## src/rtl/serial_tx_fifo.sv

```systemverilog
// Buffered serial transmitter: FIFO of parallel words, framed LSB-first as
// start, DATA_W data bits, optional parity, STOP_BITS stop bits; line idles high.
module serial_tx_fifo #(
    parameter int DATA_W       = 10,
    parameter int CLKS_PER_BIT = 16,
    parameter int PARITY_EN    = 0,
    parameter int PARITY_ODD   = 0,
    parameter int STOP_BITS    = 1,
    parameter int FIFO_DEPTH   = 4
) (
    input  logic              clk,
    input  logic              reset,
    input  logic              enable,
    input  logic [DATA_W-1:0] data_in,
    input  logic              load_n,
    output logic              data_out,
    output logic              charSent,
    output logic              busy,
    output logic              fifo_full,
    output logic              fifo_empty,
    output logic              overrun
);
    localparam int TICK_W = $clog2(CLKS_PER_BIT);
    localparam int BIT_W  = $clog2(DATA_W + 1);
    localparam int PTR_W  = $clog2(FIFO_DEPTH);
    localparam int CNT_W  = PTR_W + 1;

    localparam logic [TICK_W-1:0] TICK_LAST = TICK_W'(CLKS_PER_BIT - 1);
    localparam logic [BIT_W-1:0]  DATA_LAST = BIT_W'(DATA_W - 1);
    localparam logic [BIT_W-1:0]  STOP_LAST = BIT_W'(STOP_BITS - 1);
    localparam logic [CNT_W-1:0]  CNT_FULL  = CNT_W'(FIFO_DEPTH);

    localparam logic [2:0] S_IDLE   = 3'd0;
    localparam logic [2:0] S_START  = 3'd1;
    localparam logic [2:0] S_DATA   = 3'd2;
    localparam logic [2:0] S_PARITY = 3'd3;
    localparam logic [2:0] S_STOP   = 3'd4;

    logic [DATA_W-1:0] mem [FIFO_DEPTH];
    logic [PTR_W-1:0]  wr_ptr, rd_ptr;
    logic [CNT_W-1:0]  count;
    logic              push, pop;
    logic [DATA_W-1:0] head;
    logic              head_par;

    logic [2:0]        state;
    logic [TICK_W-1:0] tick;
    logic [BIT_W-1:0]  bit_cnt;
    logic [DATA_W-1:0] shift, shift_nxt;
    logic              par;
    logic              bit_end, last_stop;

    assign fifo_full  = (count == CNT_FULL);
    assign fifo_empty = (count == '0);
    assign push       = !load_n && !fifo_full;
    assign head       = mem[rd_ptr];
    assign head_par   = (^head) ^ 1'(PARITY_ODD);

    assign bit_end   = enable && (tick == TICK_LAST);
    assign last_stop = (state == S_STOP) && bit_end && (bit_cnt == STOP_LAST);
    // A new word is taken either from idle or straight out of the last stop bit.
    assign pop       = !fifo_empty && enable && ((state == S_IDLE) || last_stop);
    assign charSent  = last_stop && !reset;
    assign busy      = (state != S_IDLE);
    assign shift_nxt = shift >> 1;

    always_ff @(posedge clk) begin
        if (push) mem[wr_ptr] <= data_in;
    end

    always_ff @(posedge clk) begin
        if (reset) begin
            wr_ptr  <= '0;
            rd_ptr  <= '0;
            count   <= '0;
            overrun <= 1'b0;
        end else begin
            if (push) wr_ptr <= wr_ptr + PTR_W'(1);
            if (pop)  rd_ptr <= rd_ptr + PTR_W'(1);
            case ({push, pop})
                2'b10:   count <= count + CNT_W'(1);
                2'b01:   count <= count - CNT_W'(1);
                default: ;
            endcase
            if (!load_n && fifo_full) overrun <= 1'b1;
        end
    end

    always_ff @(posedge clk) begin
        if (reset) begin
            state    <= S_IDLE;
            tick     <= '0;
            bit_cnt  <= '0;
            shift    <= '0;
            par      <= 1'b0;
            data_out <= 1'b1;
        end else begin
            if (state != S_IDLE && enable)
                tick <= bit_end ? '0 : tick + TICK_W'(1);
            case (state)
                S_IDLE: if (pop) begin
                    shift    <= head;
                    par      <= head_par;
                    data_out <= 1'b0;
                    tick     <= '0;
                    state    <= S_START;
                end
                S_START: if (bit_end) begin
                    state    <= S_DATA;
                    bit_cnt  <= '0;
                    data_out <= shift[0];
                end
                S_DATA: if (bit_end) begin
                    if (bit_cnt == DATA_LAST) begin
                        bit_cnt <= '0;
                        if (PARITY_EN != 0) begin
                            state    <= S_PARITY;
                            data_out <= par;
                        end else begin
                            state    <= S_STOP;
                            data_out <= 1'b1;
                        end
                    end else begin
                        bit_cnt  <= bit_cnt + BIT_W'(1);
                        shift    <= shift_nxt;
                        data_out <= shift_nxt[0];
                    end
                end
                S_PARITY: if (bit_end) begin
                    state    <= S_STOP;
                    bit_cnt  <= '0;
                    data_out <= 1'b1;
                end
                S_STOP: if (bit_end) begin
                    if (bit_cnt == STOP_LAST) begin
                        bit_cnt <= '0;
                        if (pop) begin
                            shift    <= head;
                            par      <= head_par;
                            data_out <= 1'b0;
                            state    <= S_START;
                        end else begin
                            data_out <= 1'b1;
                            state    <= S_IDLE;
                        end
                    end else begin
                        bit_cnt <= bit_cnt + BIT_W'(1);
                    end
                end
                default: begin
                    state    <= S_IDLE;
                    data_out <= 1'b1;
                end
            endcase
        end
    end
endmodule
```

## config.mk

```make
export PLATFORM = sky130hd
export DESIGN_NAME = serial_tx_fifo
export DESIGN_NICKNAME = d
export VERILOG_FILES = /design/src/rtl/serial_tx_fifo.sv
export SDC_FILE = /design/constraint.sdc
export NUM_CORES = 1
export LEC_CHECK = 0
export ABC_AREA = 1
export CAP_MARGIN = 20
export CORE_MARGIN = 2
export CORE_UTILIZATION = 59
export DETAILED_ROUTE_END_ITERATION = 10
export PLACE_DENSITY_LB_ADDON = 0.12
export SLEW_MARGIN = 0
export SYNTH_ARGS = -nofsm -noshare
export SYNTH_HDL_FRONTEND = slang
export SYNTH_SLANG_ARGS = --single-unit
```

## constraint.sdc

```tcl
create_clock -name clk -period 2.7 [get_ports clk]
set_input_delay 0.54 -clock clk [delete_from_list [all_inputs] [get_ports clk]]
set_output_delay 0.54 -clock clk [all_outputs]
set_load 0.01 [all_outputs]
```

==> impl_metrics.sql, run 1 <==
INSERT INTO impl_metrics (metric_group, metric, value, unit) VALUES
('clock_network', 'cts_hold_repair.buffers', '0', ''),
('setup_path', 'logic_depth_of_the_worst_register_to_register_path', '13', ''),
('timing', 'min_period_over_period', '91.2', '%'),
('finish', 'antennaDiodeCount', '0', ''),
('placement', 'dpl_cell_area', '3600', 'um2'),
('grt', 'globalRouteOverflowTotal', '0', ''),
('detailed_routing', 'drt_drc_violations_left', '0', ''),
('setup_path', 'critical_path_class', 'reg -> out', ''),
('logic_synthesis', 'synth.ff_latch_count', '72', ''),
('logic_synthesis', 'synth.yosys.warnings', '0', ''),
('logic_synthesis', 'netlist_area', '3290', 'um2'),
('clock_network', 'ctsHtreeMaxLevel', '3', ''),
('timing', 'slew_headroom', '60.8', '%'),
('grt', 'grt_util_met2', '36.0', '%'),
('detailed_routing', 'routed-via-count', '2477', ''),
('floorplanning', 'ios', '20', ''),
('timing', 'finalClockSkew', '9.05', 'ps'),
('setup_path', 'startpoint_type', 'flop', ''),
('clock_network', 'clock_sink_count', '72', ''),
('clock_network', 'cts.reportedPaths.clkPinSlew', '80', 'ps'),
('timing', 'drv_slew', '0', ''),
('timing', 'tightest_slew', '588', 'ps'),
('detailed_routing', 'drt.antenna.violating_nets', '0', ''),
('detailed_routing', 'wire_per_inst', '13.6', 'um'),
('timing', 'rsz0062_at_grt', 'no', ''),
('detailed_routing', 'initialDrtViolationCount', '143', ''),
('timing', 'timing.fmax', '406', 'MHz'),
('timing', 'setup_violation_total_in_the_final_timing_report', '0', ''),
('timing', 'finalHoldViolations', '0', ''),
('logic_synthesis', 'synthesis.nets', '391', ''),
('min_path', 'worstHoldPathCells', '1', ''),
('detailed_routing', 'drt_wl_total', '6.44', 'mm'),
('logic_synthesis', 'async_flop_share', '0', '%'),
('power', 'power.density_cell_area', '896', 'nW/um2'),
('power', 'cellLeakagePower', '1.57', 'nW'),
('floorplanning', 'die_height', '78.7', 'um'),
('clock_network', 'worst_skew_pair_latency', '350', 'ps'),
('setup_path', 'critPathRequiredTime', '2160', 'ps'),
('clock_network', 'clk_path_buf_depth', '2', ''),
('finish', 'layout.nets', '423', ''),
('setup_path', 'critical_path_peak_fanout', '4', ''),
('setup_path', 'worst-endpoint-arrival', '1920', 'ps'),
('timing', 'period_minus_slack', '2460', 'ps'),
('clock_network', 'cts_root_buf', 'clkbuf_8', ''),
('logic_synthesis', 'postSynthCellCount', '366', ''),
('floorplanning', 'initial_utilization', '60.5', '%'),
('grt', 'grt_pass1_wl', '10.8', 'mm'),
('floorplanning', 'die_area', '6190', 'um2'),
('setup_path', 'critPathCaptureType', 'primary output', ''),
('logic_synthesis', 'yosysUniqueCellTypes', '34', ''),
('logic_synthesis', 'mapped_avg_cell_area', '8.98', 'um2'),
('placement', 'numPlacedInstances', '459', ''),
('placement', 'place.gp.congestion', '0.885', ''),
('clock_network', 'cts_resized', '0', ''),
('grt', 'grt.busiest_layer', 'met2', ''),
('grt', 'grt_max_degree', '22', ''),
('status', 'outcome', 'finished, final reports clean', ''),
('grt', 'first_global_vias', '2312', ''),
('logic_synthesis', 'number_of_synthesized_flops_with_an_enable_pin', '40', ''),
('grt', 'met1_usage', '30.5', '%'),
('grt', 'global_route.usage.met3', '5.63', '%'),
('grt', 'gr-usage-all-layers', '22.9', '%'),
('logic_synthesis', 'synth_sequential_area_ratio', '56.0', '%'),
('clock_network', 'cts_tree', 'done', ''),
('placement', 'port_buffers', '19', ''),
('floorplanning', 'fp-row-count', '27', ''),
('finish', 'final_common_cell', 'nand2_1', ''),
('clock_network', 'tritoncts_buffer_count', '9', ''),
('run', 'cap_viol_max_count', '0', ''),
('finish', 'layout.cell_area.non_filler', '3770', 'um2'),
('power', 'ir_drop', '0.000439', 'V'),
('detailed_routing', 'vias_per_cell', '5.23', ''),
('placement', 'post-dp-hpwl', '4.29', 'mm'),
('timing', 'final_total_negative_setup_slack', '0', 'ps'),
('finish', 'final_layout_size_suffix_gt1_share', '11.4', '%'),
('finish', 'fin_util', '69.4', '%'),
('clock_network', 'cts.repair_timing.setup_buffer_count', '0', ''),
('floorplanning', 'core', '5440', 'um2'),
('detailed_routing', 'dr.pass1.iters', '4', ''),
('min_path', 'holdCritPathClass', 'reg -> reg', ''),
('logic_synthesis', 'postSynth.topFlopCell', 'edfxtp_1', ''),
('grt', 'grt_antenna_before_repair', '0', ''),
('finish', 'final_cell_mix', 'nand2_1, nand3_1, edfxtp_1, nor2_1, dfxtp_1', ''),
('floorplanning', 'die_width', '78.7', 'um'),
('finish', 'final_cells', '474', ''),
('finish', 'syn_to_final_growth', '14.8', '%');
## cells in the mapped netlist (3+ instances only)
| cell | n | share of area [%] |
|---|---|---|
| nand2_2 | 5 | 0.95 |
| clkbuf_1 | 6 | 0.68 |
| ha_1 | 10 | 3.8 |
| nor3_1 | 3 | 0.46 |
| nor2_1 | 39 | 4.5 |
| inv_2 | 3 | 0.34 |
| xor2_1 | 5 | 1.3 |
| nand3_1 | 40 | 6.1 |
| nand2_1 | 91 | 10 |
| edfxtp_1 | 40 | 37 |
| dfxtp_1 | 32 | 19 |
| inv_1 | 28 | 3.2 |
| a21oi_1 | 19 | 2.9 |
| nor2_2 | 4 | 0.76 |
| o21ai_0 | 17 | 2.6 |
## per-layer routing
metal / up-vias / wire [um]
li1: 1272 / -
met1: 1128 / 2960
met2: 69 / 3040
met3: 8 / 352
met4: 0 / 85
met5: - / 0
## critical path, stage by stage (launching register included)
cell             delay (ps)
dfxtp_1                 340
inv_1                   120
ha_1                    150
nand2_1                 110
nor4_1                  260
clkdlybuf4s50_1         580
## sequential cells by signal, summed over array words and instances (netlist names), named ones only
signal    flops
wr_ptr        2
bit_cnt       4
mem          40
rd_ptr        2
shift        10
tick          4
overrun       1
state         3
data_out      1
count         3
## where the power goes
part           internal (W)  total, W  switching [W]
logic              0.000425   0.00120       0.000772
registers           0.00135   0.00144      0.0000948
clock network      0.000332  0.000744       0.000412
total               0.00210   0.00338        0.00128
## layout make-up
| type | count | area [um2] |
|---|---|---|
| Tap cell | 72 | 90.1 |
| Fill cell | 436 | 1660 |
| Sequential cell | 72 | 1840 |
| Clock inverter | 6 | 46.3 |
| Multi-Input combinational cell | 252 | 1270 |
| Inverter | 32 | 120 |
| Clock buffer | 9 | 124 |
| Timing Repair Buffer | 31 | 280 |
## kinds of logic after synthesis
kind of cell             share of synthesized area [%]
AND/OR/NAND/NOR                                   25.8
flip-flops                                        56.0
AO/OA/AOI/OAI                                     7.12
buffers and inverters                             5.29
adder cells (fa/ha/maj)                           4.41
XOR/XNOR                                          1.33
## per-stage QoR
step	setup WS (ps)	total power, W	hold WS [ps]
global route	75.6	0.00363	510
finish	238	0.00338	480
CTS	211	0.00340	488
detailed placement	19.0	0.00265	467
global placement	78.2	0.00261	456
floorplan	522	0.00234	444
## path summary, 6_finish.rpt
| check | from | to | slack (ps) |
|---|---|---|---|
| max | bit_cnt[0] | charSent | 240 |
| min | count[0] | count[0] | 480 |
| max reg2reg | bit_cnt[0] | count[2] | 510 |
| min reg2reg | count[0] | count[0] | 480 |
No activity file was read; power rests on OpenSTA's default activity.
==> run 2: changes to the inputs <==
--- a/config.mk
+++ b/config.mk
@@ -10,7 +10,7 @@
 export CORE_MARGIN = 2
 export CORE_UTILIZATION = 59
 export DETAILED_ROUTE_END_ITERATION = 10
-export PLACE_DENSITY_LB_ADDON = 0.12
+export PLACE_DENSITY_LB_ADDON = 0.3
 export SLEW_MARGIN = 0
 export SYNTH_ARGS = -nofsm -noshare
 export SYNTH_HDL_FRONTEND = slang
==> impl_metrics.sql, run 2 (synthesized netlist as in run 1, its figures left out) <==
INSERT INTO impl_metrics (metric_group, metric, value, unit) VALUES
('finish', 'largest_registers', 'mem: 40 flops, shift: 10 flops', ''),
('timing', 'setup_violation_total_in_the_final_timing_report', '0', ''),
('finish', 'final_cells', '474', ''),
('setup_path', 'critical-path-max-stage-delay', '580', 'ps'),
('grt', 'met1_usage', '27.1', '%'),
('min_path', 'holdCritPathClass', 'reg -> reg', ''),
('setup_path', 'critical_path_peak_fanout', '3', ''),
('finish', 'layout.cell_area.non_filler', '3820', 'um2'),
('finish', 'regMostFlops', 'mem', ''),
('grt', 'globalRouteOverflowTotal', '0', ''),
('finish', 'final_layout_size_suffix_gt1_share', '11.2', '%'),
('finish', 'syn_to_final_growth', '16.1', '%'),
('clock_network', 'tritoncts_buffer_count', '9', ''),
('grt', 'grt_pass1_wl', '10.8', 'mm'),
('timing', 'slew_headroom', '59.3', '%'),
('finish', 'fin_util', '70.2', '%'),
('power', 'power.switching', '0.00125', 'W'),
('clock_network', 'clock_sink_count', '72', ''),
('setup_path', 'worst_path_max_delay_cell', 'clkdlybuf4s50_1', ''),
('timing', 'min_period_over_period', '93.0', '%'),
('setup_path', 'critical_path_class', 'in -> out', ''),
('setup_path', 'critical_path.top_delay_family', 'buffers and inverters', ''),
('power', 'power', '0.00354', 'W'),
('detailed_routing', 'routed-via-count', '2521', ''),
('finish', 'antennaDiodeCount', '0', ''),
('setup_path', 'critPathRequiredTime', '2160', 'ps'),
('grt', 'first_global_vias', '2392', ''),
('floorplanning', 'ios', '20', ''),
('floorplanning', 'die_height', '78.7', 'um'),
('timing', 'setup_ws', '188', 'ps'),
('grt', 'global_route.usage.met3', '6.44', '%'),
('power', 'switching_share_of_power', '35.3', '%'),
('finish', 'layout.nets', '422', ''),
('power', 'ir_drop', '0.000519', 'V'),
('power', 'clockPowerShare', '26.3', '%'),
('finish', 'final_cell_mix', 'nand2_1, nand3_1, edfxtp_1, nor2_1, dfxtp_1', ''),
('clock_network', 'cts_root_buf', 'clkbuf_8', ''),
('run', 'cap_viol_max_count', '0', ''),
('clock_network', 'cts_hold_repair.buffers', '0', ''),
('setup_path', 'startpoint_type', 'primary input', ''),
('power', 'cellLeakagePower', '1.59', 'nW'),
('floorplanning', 'fp-row-count', '27', ''),
('finish', 'largest_register_ff_count', '40', ''),
('timing', 'finalHoldViolations', '0', ''),
('timing', 'rsz0062_at_grt', 'no', ''),
('floorplanning', 'die_area', '6190', 'um2'),
('detailed_routing', 'dr.pass1.iters', '4', ''),
('timing', 'timing.fmax', '398', 'MHz'),
('setup_path', 'worstPathCellList', 'clkdlybuf4s50_1, nand4_1, nor4_1, clkdlybuf4s50_1', ''),
('grt', 'grt_max_degree', '22', ''),
('clock_network', 'cts.reportedPaths.clkPinSlew', '80', 'ps'),
('floorplanning', 'core', '5440', 'um2'),
('floorplanning', 'die_width', '78.7', 'um'),
('timing', 'period_minus_slack', '2510', 'ps'),
('detailed_routing', 'vias_per_cell', '5.32', ''),
('setup_path', 'critPathBufInv', '2', ''),
('clock_network', 'ctsHtreeMaxLevel', '3', ''),
('setup_path', 'critPathCaptureType', 'primary output', ''),
('power', 'comb_power_share', '33.0', '%'),
('detailed_routing', 'drt.antenna.violating_nets', '0', ''),
('placement', 'dpl_cell_area', '3600', 'um2'),
('status', 'outcome', 'finished, final reports clean', ''),
('grt', 'grt.busiest_layer', 'met2', ''),
('placement', 'port_buffers', '19', ''),
('setup_path', 'worst-endpoint-arrival', '1970', 'ps'),
('detailed_routing', 'drt_wl_total', '6.29', 'mm'),
('power', 'internal_power', '0.00229', 'W'),
('grt', 'gr-usage-all-layers', '22.8', '%'),
('clock_network', 'cts_resized', '0', ''),
('grt', 'grt_util_met2', '37.9', '%'),
('power', 'power.density_cell_area', '928', 'nW/um2'),
('grt', 'grt_antenna_before_repair', '0', ''),
('placement', 'place.gp.congestion', '0.834', ''),
('timing', 'finalClockSkew', '7.33', 'ps'),
('floorplanning', 'initial_utilization', '60.5', '%'),
('placement', 'pre_cts_ws', '-27.6', 'ps'),
('placement', 'post-dp-hpwl', '4.14', 'mm'),
('clock_network', 'cts.repair_timing.setup_buffer_count', '0', ''),
('setup_path', 'path_common_cell', 'clkdlybuf4s50_1', ''),
('clock_network', 'clk_path_buf_depth', '2', ''),
('timing', 'tightest_slew', '610', 'ps'),
('detailed_routing', 'initialDrtViolationCount', '119', ''),
('finish', 'final_common_cell', 'nand2_1', ''),
('detailed_routing', 'drt_drc_violations_left', '0', ''),
('clock_network', 'cts_tree', 'done', ''),
('detailed_routing', 'wire_per_inst', '13.3', 'um'),
('clock_network', 'worst_skew_pair_latency', '350', 'ps'),
('placement', 'numPlacedInstances', '458', ''),
('timing', 'drv_slew', '0', ''),
('power', 'power.share.sequential', '40.6', '%');
-- run 2: cell types whose count changed in the layout (fill, tap and decap cells not counted) --
cell | before | now
buf_4 | 12 | 11
bufinv_16 | 0 | 2
clkinv_1 | 1 | 2
clkinv_2 | 1 | 0
inv_6 | 1 | 0
-- run 2: final timing paths --
| kind | to | start | slack [ps] | cells past startpoint |
|---|---|---|---|---|
| setup reg to reg | count[2] | tick[0] | 470 | 12 |
| setup / recovery | charSent | enable | 190 | 4 |
| hold reg to reg | shift[2] | shift[2] | 480 | 2 |
| hold / removal | shift[2] | shift[2] | 480 | 2 |
-- run 2: per-stage QoR --
stage / hold slack (ps) / setup TNS [ps]
2_1_floorplan: 444 / 0
3_3_place_gp: 453 / 0
3_5_place_dp: 467 / -27.6
4_1_cts: 486 / 0
5_1_grt: 515 / 0
6_report: 484 / 0
-- run 2: worst reg2reg max path, delay by kind of cell, from the launching register on --
kind	cells	cell delay [ps]
buf+inv	1	60
fa+ha+maj	3	720
flops	1	370
simple gates	4	490
compound gates	4	480
-- run 2: metal layers --
layer,vias up,wire (um)
li1,1275,-
met1,1151,2750
met2,82,3070
met3,13,329
met4,0,134
met5,-,0
-- run 2: power groups by stage --
stage | Clock (W) | Combinational, W | Sequential (W)
floorplan | 0 | 0.000886 | 0.00145
global placement | 0 | 0.00113 | 0.00146
detailed placement | 0 | 0.00116 | 0.00146
CTS | 0.000947 | 0.00117 | 0.00144
global route | 0.000997 | 0.00136 | 0.00146
finish | 0.000933 | 0.00117 | 0.00144
-- run 2: layout make-up --
type | count | area [um2]
Sequential cell | 72 | 1840
Fill cell | 410 | 1620
Multi-Input combinational cell | 252 | 1270
Timing Repair Buffer | 30 | 273
Clock buffer | 9 | 124
Inverter | 32 | 120
Clock inverter | 7 | 96.3
Tap cell | 72 | 90.1
==> run 3: changes to the inputs <==
--- a/config.mk
+++ b/config.mk
@@ -9,9 +9,10 @@
 export CAP_MARGIN = 20
 export CORE_MARGIN = 2
 export CORE_UTILIZATION = 59
+export CTS_BUF_LIST = sky130_fd_sc_hd__clkbuf_16
+export CTS_CLUSTER_DIAMETER = 30
 export DETAILED_ROUTE_END_ITERATION = 10
 export PLACE_DENSITY_LB_ADDON = 0.3
-export SLEW_MARGIN = 0
 export SYNTH_ARGS = -nofsm -noshare
 export SYNTH_HDL_FRONTEND = slang
 export SYNTH_SLANG_ARGS = --single-unit
==> impl_metrics.sql, run 3 (synthesized netlist as in run 1, its figures left out) <==
INSERT INTO impl_metrics (metric_group, metric, value, unit) VALUES
('placement', 'place.gp.congestion', '0.834', ''),
('clock_network', 'clock_sink_count', '72', ''),
('floorplanning', 'die_height', '78.7', 'um'),
('timing', 'finalClockSkew', '3.55', 'ps'),
('finish', 'layout.nets', '422', ''),
('finish', 'largest_registers', 'mem: 40 flops, shift: 10 flops', ''),
('finish', 'largest_register_ff_count', '40', ''),
('timing', 'min_period_over_period', '92.8', '%'),
('setup_path', 'critical_path_peak_fanout', '3', ''),
('floorplanning', 'die_width', '78.7', 'um'),
('power', 'power.switching', '0.00129', 'W'),
('timing', 'slew_headroom', '59.3', '%'),
('floorplanning', 'die_area', '6190', 'um2'),
('detailed_routing', 'drt.antenna.violating_nets', '0', ''),
('placement', 'post-dp-hpwl', '4.14', 'mm'),
('grt', 'gr-usage-all-layers', '23.3', '%'),
('timing', 'timing.fmax', '399', 'MHz'),
('detailed_routing', 'routed-via-count', '2512', ''),
('detailed_routing', 'initialDrtViolationCount', '125', ''),
('detailed_routing', 'drt_wl_total', '6.34', 'mm'),
('clock_network', 'cts_hold_repair.buffers', '0', ''),
('finish', 'layout.cell_area.non_filler', '3920', 'um2'),
('timing', 'finalHoldViolations', '0', ''),
('placement', 'pre_cts_ws', '-27.6', 'ps'),
('clock_network', 'cts.repair_timing.setup_buffer_count', '0', ''),
('clock_network', 'clk_path_buf_depth', '2', ''),
('detailed_routing', 'drt_drc_violations_left', '0', ''),
('clock_network', 'cts_tree', 'done', ''),
('setup_path', 'critPathCaptureType', 'primary output', ''),
('detailed_routing', 'wl_met2', '3.05', 'mm'),
('placement', 'port_buffers', '19', ''),
('power', 'power.share.sequential', '37.2', '%'),
('timing', 'setup_ws', '194', 'ps'),
('power', 'clockPowerShare', '32.4', '%'),
('finish', 'final_layout_size_suffix_gt1_share', '11.2', '%'),
('power', 'switching_share_of_power', '33.4', '%'),
('timing', 'period_minus_slack', '2510', 'ps'),
('setup_path', 'critPathRequiredTime', '2160', 'ps'),
('finish', 'final_cell_mix', 'nand2_1, nand3_1, edfxtp_1, nor2_1, dfxtp_1', ''),
('floorplanning', 'ios', '20', ''),
('clock_network', 'tritoncts_buffer_count', '9', ''),
('setup_path', 'critPathLaunch', 'enable', ''),
('finish', 'regMostFlops', 'mem', ''),
('grt', 'first_global_vias', '2439', ''),
('timing', 'drv_slew', '0', ''),
('grt', 'grt_antenna_before_repair', '0', ''),
('placement', 'numPlacedInstances', '458', ''),
('timing', 'fin_worst_hold_slack', '481', 'ps'),
('clock_network', 'ctsHtreeMaxLevel', '3', ''),
('setup_path', 'worst-endpoint-arrival', '1970', 'ps'),
('setup_path', 'critical_path_class', 'in -> out', ''),
('finish', 'final_cells', '474', ''),
('detailed_routing', 'routed.top_layer', 'met4', ''),
('timing', 'rsz0062_at_grt', 'no', ''),
('timing', 'setup_violation_total_in_the_final_timing_report', '0', ''),
('setup_path', 'startpoint_type', 'primary input', ''),
('floorplanning', 'core', '5440', 'um2'),
('grt', 'globalRouteOverflowTotal', '0', ''),
('clock_network', 'worst_skew_pair_latency', '330', 'ps'),
('detailed_routing', 'vias_per_cell', '5.30', ''),
('detailed_routing', 'wl_met3', '285', 'um'),
('floorplanning', 'fp-row-count', '27', ''),
('detailed_routing', 'detail_route.wirelength.met1', '2.77', 'mm'),
('power', 'internal_power', '0.00258', 'W'),
('clock_network', 'cts_root_buf', 'clkbuf_16', ''),
('power', 'ir_drop', '0.000608', 'V'),
('placement', 'dpl_cell_area', '3600', 'um2'),
('detailed_routing', 'dr.pass1.iters', '4', ''),
('grt', 'grt_max_degree', '22', ''),
('finish', 'syn_to_final_growth', '19.2', '%'),
('status', 'outcome', 'finished, final reports clean', ''),
('floorplanning', 'initial_utilization', '60.5', '%'),
('run', 'cap_viol_max_count', '0', ''),
('detailed_routing', 'wire_per_inst', '13.4', 'um'),
('finish', 'fin_util', '72.0', '%'),
('grt', 'grt_pass1_wl', '11.0', 'mm'),
('finish', 'final_common_cell', 'nand2_1', ''),
('power', 'cellLeakagePower', '1.63', 'nW'),
('clock_network', 'cts_resized', '0', ''),
('finish', 'antennaDiodeCount', '0', ''),
('power', 'comb_power_share', '30.3', '%'),
('min_path', 'min-delay-start', 'shift[2]', ''),
('setup_path', 'worstReg2RegStart', 'tick[0]', ''),
('min_path', 'holdCritPathClass', 'reg -> reg', ''),
('power', 'power.density_cell_area', '989', 'nW/um2'),
('timing', 'tightest_slew', '609', 'ps'),
('clock_network', 'cts.reportedPaths.clkPinSlew', '60', 'ps');
run 3: changes by cell type in the layout (fill, tap and decap cells not counted):
cell / change
clkbuf_16: +9
clkbuf_8: -9
run 3: power by group through the flow:
stage | registers, W | clock network, W | logic [W]
after global routing | 0.00146 | 0.00132 | 0.00136
after detailed placement | 0.00146 | 0 | 0.00116
after CTS | 0.00144 | 0.00128 | 0.00117
after global placement | 0.00146 | 0 | 0.00113
after floorplan | 0.00145 | 0 | 0.000886
final | 0.00144 | 0.00126 | 0.00118
run 3: area by class of cell:
class	count	area (um2)
multi-input combinational	252	1270
timing repair buffer	30	273
clock buffer	9	225
tap	72	90.1
sequential	72	1840
clock inverter	7	96.3
inverter	32	120
fill	381	1520
run 3: through the flow:
stage,setup TNS [ps],power [W]
2_1_floorplan,0,0.00234
3_3_place_gp,0,0.00259
3_5_place_dp,-27.6,0.00262
4_1_cts,0,0.00389
5_1_grt,0,0.00415
6_report,0,0.00387
run 3: critical path, stage by stage:
cell and delay (ps):
clkdlybuf4s50_1 490, nand4_1 160, nor4_1 200, clkdlybuf4s50_1 580
run 3: path summary, 6_finish.rpt:
kind / end / slack, ps / depth (start not counted)
max reg2reg: count[2] / 480 / 12
max: charSent / 190 / 4
min: shift[2] / 480 / 2
min reg2reg: shift[2] / 480 / 2
run 3: metal layers:
layer  vias to the layer above  track usage, %
met5                         -               0
met4                         0            15.6
met3                        21            4.02
met2                        64            37.8
li1                       1281               -
met1                      1146            28.4
